**src/rtl/alu_arbiter.sv**
```systemverilog
// Round-robin arbiter that lets two requesters share one combinational ALU, one transaction at a time.
// Latency: accept on edge N, rsp_valid from edge N+2; rsp_valid holds until rsp_ready, and requests wait while busy.
// Backpressure: req_ready is 0 while busy, in reset or without req_valid; the response holds while rsp_ready is low.
module alu_arbiter #(
    parameter int WIDTH = 32
) (
    input  logic             clk,
    input  logic             rst,
    input  logic [1:0]       req_valid,
    output logic [1:0]       req_ready,
    input  logic [WIDTH-1:0] req0_op1,
    input  logic [WIDTH-1:0] req0_op2,
    input  logic [3:0]       req0_alu_op,
    input  logic [WIDTH-1:0] req1_op1,
    input  logic [WIDTH-1:0] req1_op2,
    input  logic [3:0]       req1_alu_op,
    output logic [WIDTH-1:0] alu_op1,
    output logic [WIDTH-1:0] alu_op2,
    output logic [3:0]       alu_op,
    input  logic [WIDTH-1:0] alu_result,
    input  logic             alu_zero,
    input  logic             alu_carry_out,
    input  logic             alu_overflow,
    output logic             rsp_valid,
    input  logic             rsp_ready,
    output logic             rsp_id,
    output logic [WIDTH-1:0] rsp_result,
    output logic             rsp_zero,
    output logic             rsp_carry_out,
    output logic             rsp_overflow,
    output logic             rsp_err,
    output logic             busy
);

    typedef enum logic [1:0] {IDLE, EXEC, RESP} state_t;

    state_t           state_q, state_d;
    logic             last_grant_q, last_grant_d;
    logic             id_q, id_d;
    logic [WIDTH-1:0] op1_q, op1_d, op2_q, op2_d;
    logic [3:0]       op_q, op_d;
    logic             rsp_id_q, rsp_id_d;
    logic [WIDTH-1:0] rsp_result_q, rsp_result_d;
    logic             rsp_zero_q, rsp_zero_d;
    logic             rsp_carry_q, rsp_carry_d;
    logic             rsp_ovf_q, rsp_ovf_d;
    logic             rsp_err_q, rsp_err_d;

    logic op_legal;
    logic grant;

    assign op_legal = (op_q <= 4'd9);
    // On a tie the requester that did not win last time goes next.
    assign grant    = (req_valid == 2'b11) ? ~last_grant_q : req_valid[1];

    always_comb begin
        state_d      = state_q;
        last_grant_d = last_grant_q;
        id_d         = id_q;
        op1_d        = op1_q;
        op2_d        = op2_q;
        op_d         = op_q;
        rsp_id_d     = rsp_id_q;
        rsp_result_d = rsp_result_q;
        rsp_zero_d   = rsp_zero_q;
        rsp_carry_d  = rsp_carry_q;
        rsp_ovf_d    = rsp_ovf_q;
        rsp_err_d    = rsp_err_q;
        req_ready    = 2'b00;
        case (state_q)
            IDLE: begin
                if (req_valid != 2'b00) begin
                    req_ready    = grant ? 2'b10 : 2'b01;
                    last_grant_d = grant;
                    id_d         = grant;
                    op1_d        = grant ? req1_op1    : req0_op1;
                    op2_d        = grant ? req1_op2    : req0_op2;
                    op_d         = grant ? req1_alu_op : req0_alu_op;
                    state_d      = EXEC;
                end
            end
            EXEC: begin
                rsp_id_d     = id_q;
                rsp_result_d = op_legal ? alu_result    : '0;
                rsp_zero_d   = op_legal ? alu_zero      : 1'b0;
                rsp_carry_d  = op_legal ? alu_carry_out : 1'b0;
                rsp_ovf_d    = op_legal ? alu_overflow  : 1'b0;
                rsp_err_d    = ~op_legal;
                state_d      = RESP;
            end
            RESP: begin
                if (rsp_ready) begin
                    state_d = IDLE;
                end
            end
            default: state_d = IDLE;
        endcase
        if (rst) begin
            req_ready = 2'b00;
        end
    end

    always_ff @(posedge clk) begin
        if (rst) begin
            state_q      <= IDLE;
            last_grant_q <= 1'b1;
            id_q         <= 1'b0;
            op1_q        <= '0;
            op2_q        <= '0;
            op_q         <= '0;
            rsp_id_q     <= 1'b0;
            rsp_result_q <= '0;
            rsp_zero_q   <= 1'b0;
            rsp_carry_q  <= 1'b0;
            rsp_ovf_q    <= 1'b0;
            rsp_err_q    <= 1'b0;
        end else begin
            state_q      <= state_d;
            last_grant_q <= last_grant_d;
            id_q         <= id_d;
            op1_q        <= op1_d;
            op2_q        <= op2_d;
            op_q         <= op_d;
            rsp_id_q     <= rsp_id_d;
            rsp_result_q <= rsp_result_d;
            rsp_zero_q   <= rsp_zero_d;
            rsp_carry_q  <= rsp_carry_d;
            rsp_ovf_q    <= rsp_ovf_d;
            rsp_err_q    <= rsp_err_d;
        end
    end

    // The ALU sees only latched operands; illegal opcodes are neutralised to ADD.
    assign alu_op1       = op1_q;
    assign alu_op2       = op2_q;
    assign alu_op        = op_legal ? op_q : 4'b0000;
    assign rsp_valid     = (state_q == RESP);
    assign busy          = (state_q != IDLE);
    assign rsp_id        = rsp_id_q;
    assign rsp_result    = rsp_result_q;
    assign rsp_zero      = rsp_zero_q;
    assign rsp_carry_out = rsp_carry_q;
    assign rsp_overflow  = rsp_ovf_q;
    assign rsp_err       = rsp_err_q;

endmodule

```
**config.mk**
```make
export PLATFORM = sky130hd
export DESIGN_NAME = alu_arbiter
export DESIGN_NICKNAME = d
export VERILOG_FILES = /design/src/rtl/alu_arbiter.sv
export SDC_FILE = /design/constraint.sdc
export NUM_CORES = 1
export LEC_CHECK = 0
export ABC_AREA = 1
export CAP_MARGIN = 10
export CORE_MARGIN = 4
export CORE_UTILIZATION = 35
export DETAILED_ROUTE_END_ITERATION = 10
export PLACE_DENSITY = 0.78
export SLEW_MARGIN = 5
export SYNTH_ARGS = -nofsm -noshare
export SYNTH_HDL_FRONTEND = slang
export SYNTH_SLANG_ARGS = --single-unit
export TNS_END_PERCENT = 5
```
**constraint.sdc**
```tcl
create_clock -name clk -period 1.6 [get_ports clk]
set_input_delay 0.48 -clock clk [delete_from_list [all_inputs] [get_ports clk]]
set_output_delay 0.48 -clock clk [all_outputs]
set_load 0.01 [all_outputs]
```
==> metrics.md, run 1 <==
| Metric | Value |
|---|---|
| Remaining DRCs | `0` |
| IR drop worst, VDD | `0.000481 V` |
| Gp weighted congestion | `0.848` |
| Synthesis-to-finish area growth | `63.9%` |
| Clock skew after layout | `0.0113 ns` |
| Area leader, netlist | `dfxtp_1` |
| Post-layout worst setup margin | `-0.128 ns` |
| Antenna cells | `0` |
| List of most frequent post-synthesis cells | `nand2_1 (234), nand3_1 (126), dfxtp_1 (109), a21oi_1 (95), inv_1 (24)` |
| GRT Residual Overflow | `0` |
| Total leakage power | `3.74 nW` |
| Proportion of synthesized chip area in sequential cells | `0.442` |
| Standard-cell row count | `43` |
| Violation count after the first detailed-routing iteration | `315` |
| Sequential cell area in the final layout | `0.00219 mm2` |
| TritonCTS clock tree | `yes` |
| EDFF count, synth | `0` |
| Number of vias per cell | `between 4 and 5` |
| Max FO, Critical Path | `3` |
| Drt wl/cell | `15.1 um` |
| CTS Root Buffer Type | `clkbuf_16` |
| Number of ports placed on the die boundary | `about 290` |
| Setup repair after global routing missed its margin | `true` |
| Worst Hold Path Cells | `2` |
| Launch point of the worst reg-to-reg path | `last_grant_q` |
| WL final | `17300 um` |
| Crit path max-delay cell type | `dfxtp_2` |
| Arr. time, crit path | `1.25 ns` |
| Required time of the critical path | `around 1.1 ns` |
| Post-synthesis instance total | `around 700` |
| Layout Cell Area excl Fill | `0.00809 mm2` |
| CTS sink count | `approximately 110` |
| Worst skew pair latency | `~0.35 ns` |
| GRT Util Overall | `0.205` |
| P per Cell Area | `904 mW/mm2` |
| Number of nets in the synthesized netlist | `slightly below 900` |
| Status | `complete, but fails checks` |
| Cell chain of the critical path | `inv_2, nand2_4, nor2_8, inv_6, nor3_4, buf_6` |
| Placed instance area | `0.00784 mm2` |
| Routed via count | `about 5500` |
| NumNets Final | `~1100` |
| Number of buffers on the longest clock path | `2` |
| End of the worst hold path | `alu_op1[4]` |
| Critical setup path kind | `flip-flop to output pin` |
| Final slew viol count | `0` |
| Most used DFF post-synth | `dfxtp_1` |
| Clock-pin slew reported for the worst setup and hold paths after clock tree synthesis | `0.07 ns` |
| Total of flip-flops plus latches after synthesis | `between 100 and 150` |
| Post-route minimum period | `1.73 ns` |
| CTS buffer count | `9` |
| Post-synth cell types | `23` |
| Peak Freq | `0.579 GHz` |
| Effective utilization at floorplan | `0.357` |
| Max-cap viol count | `0` |
| Startpoint of the most critical hold path | `alu_op1[4]` |
| Fillcell total | `1321` |
| Worst relative slew slack | `0.563` |
| Detailed-router iteration count before antenna repair | `4` |
| Vertical die dimension | `127 um` |
| Failing checks | `negative setup slack` |
| Classification of the worst-slack hold path | `flip-flop to flip-flop` |
| Number of warnings issued by yosys | `0` |
| Antenna-violating nets left | `0` |
| Port Buf Inserts | `approximately 280` |
| Maximum number of pins on one net before global-route repair | `96` |
| Total die area | `0.0161 mm2` |
| Area of combinational cells with multiple inputs | `0.00234 mm2` |
| Length in cells of the worst reg-to-reg path | `6` |
| Worst hold-check slack | `between 0.4 and 0.5 ns` |
| Antenna violations before repair | `0` |
| CP Launch Type | `flip-flop` |
| CTS hold repair buffers | `0` |
| Worst slew pin tran | `roughly 0.65 ns` |
| Global-route wire length before repair | `26500 um` |
| Post-route total power | `0.00731 W` |
| Longest individual stage delay on the worst path | `0.34 ns` |
| Async S/R FF share, synth | `0` |
| H-tree depth | `3` |
| Portion of synthesized cell area occupied by the leading cell type | `0.442` |
| Kind of end point of the critical path | `output pin` |
| Ratio of final minimum period to clock period | `1.08` |
| Die X-Extent | `127 um` |
| Netlist area before placement | `0.00493 mm2` |
| Top cells by area, synth | `dfxtp_1 (44%), nand2_1 (18%), nand3_1 (13%)` |
| Cell total after placement | `1125` |
| Fin cells | `between 1000 and 1500` |
| Number of global-route vias before repair | `5120` |
| Library cell with the highest instance count after synthesis | `nand2_1` |
| Area of the core | `~0.014 mm2` |
| Count of endpoints failing setup in the final report | `4` |
| Layout cell share with drive strength beyond 1 | `0.0767` |
| Post-place setup slack | `-0.870 ns` |
| R2r setup slk | `0.06 ns` |
| HPWL reported at the end of detailed placement | `between 10000 and 15000 um` |
| Mean instance size in the synthesized netlist | `7.06 um2` |
| Final Hold Violating Endpoints | `0` |
| Critical R2R Capture | `alu_op1[7]` |
-- metal layers --
layer,track usage,vias to the layer above,routed length [um]
met3,0.0568,21,1630
li1,-,2811,-
met4,0.0744,0,369
met2,0.350,225,8290
met5,0,-,0
met1,0.246,2487,7000
-- stage by stage --
stage,utilization,TNS [ns]
after floorplan,-,0
after global placement,0.567,-45.12
after detailed placement,0.567,-45.63
after CTS,0.582,-0.403
after global routing,0.585,-1.14
final,0.585,-0.367
-- cells by family after synthesis --
| logic type | after synthesis | share of synthesized area |
|---|---|---|
| AOI/OAI and AO/OA | 98 | 0.100 |
| DFF | 109 | 0.442 |
| buffers and inverters | 88 | 0.0936 |
| and+or+nand+nor | 404 | 0.364 |
-- report_power, final --
part | internal (W) | switching [W] | leakage, nW
clock network | 0.00123 | 0.00107 | 0.148
registers | 0.00296 | 0.000113 | 0.897
logic | 0.000954 | 0.000990 | 2.69
total | 0.00514 | 0.00217 | 3.74
-- what timing repair did --
action / 4_1_cts / 5_1_grt
pin swaps: 7 / 4
setup buffers: 4 / 2
resized for setup: 152 / 7
endpoints found under the setup margin: 180 / 14
-- flip-flops by register name, summed over array words and instances (netlist names), 2 cells and up --
register,count
alu_op1,32
alu_op2,32
op_q,4
rsp_result,32
state_q,2
-- cell type report --
cell class,instances,share of cell area
timing repair buffer,310,0.362
multi-input combinational,502,0.289
sequential,109,0.271
clock buffer,9,0.0278
tap,180,0.0278
inverter,29,0.0141
clock inverter,6,0.00897
-- cell usage in the layout (no fill, tap or decap) --
master	n
nand3b_1	16
nor2_1	6
nand2_2	1
buf_6	7
dlygate4sd2_1	101
clkbuf_16	9
a21oi_1	95
clkdlybuf4s50_1	172
buf_12	2
inv_1	23
inv_6	2
nand3_1	126
o21ai_2	1
nor2_2	2
buf_4	22
nor2_8	1
o21ai_0	2
inv_2	4
clkinv_4	2
buf_2	5
nand2_1	234
nand2_4	2
bufinv_16	1
inv_8	1
clkinv_1	1
clkinv_2	1
dfxtp_2	5
nor3_4	1
nor2_4	4
dfxtp_1	104
nand4_1	11
clkdlybuf4s15_2	1
-- worst max-delay path by stage --
| stage | to | from | depth (start not counted) |
|---|---|---|---|
| after floorplan | req_ready[0] | req_valid[1] | 6 |
| after global placement | req_ready[1] | req_valid[0] | 7 |
| after detailed placement | req_ready[0] | req_valid[0] | 6 |
| after CTS | req_ready[1] | state_q[1] | 6 |
| after global routing | req_ready[0] | state_q[0] | 6 |
| final | req_ready[0] | state_q[0] | 6 |
-- critical path: cells and delay by family, from the launching register on --
family,cells,cell delay (ns)
buffers and inverters,3,0.24
DFF,1,0.34
and+or+nand+nor,3,0.32
Power figures use the tool's default switching activity.
==> inputs of run 2 (changes only) <==
--- a/config.mk
+++ b/config.mk
@@ -10,6 +10,7 @@
 export CORE_MARGIN = 4
 export CORE_UTILIZATION = 35
 export DETAILED_ROUTE_END_ITERATION = 10
+export GPL_ROUTABILITY_DRIVEN = 0
 export PLACE_DENSITY = 0.78
 export SLEW_MARGIN = 5
 export SYNTH_ARGS = -nofsm -noshare
==> results of run 2 <==
The final DEF is identical to that of run 1; final timing and power are the same.
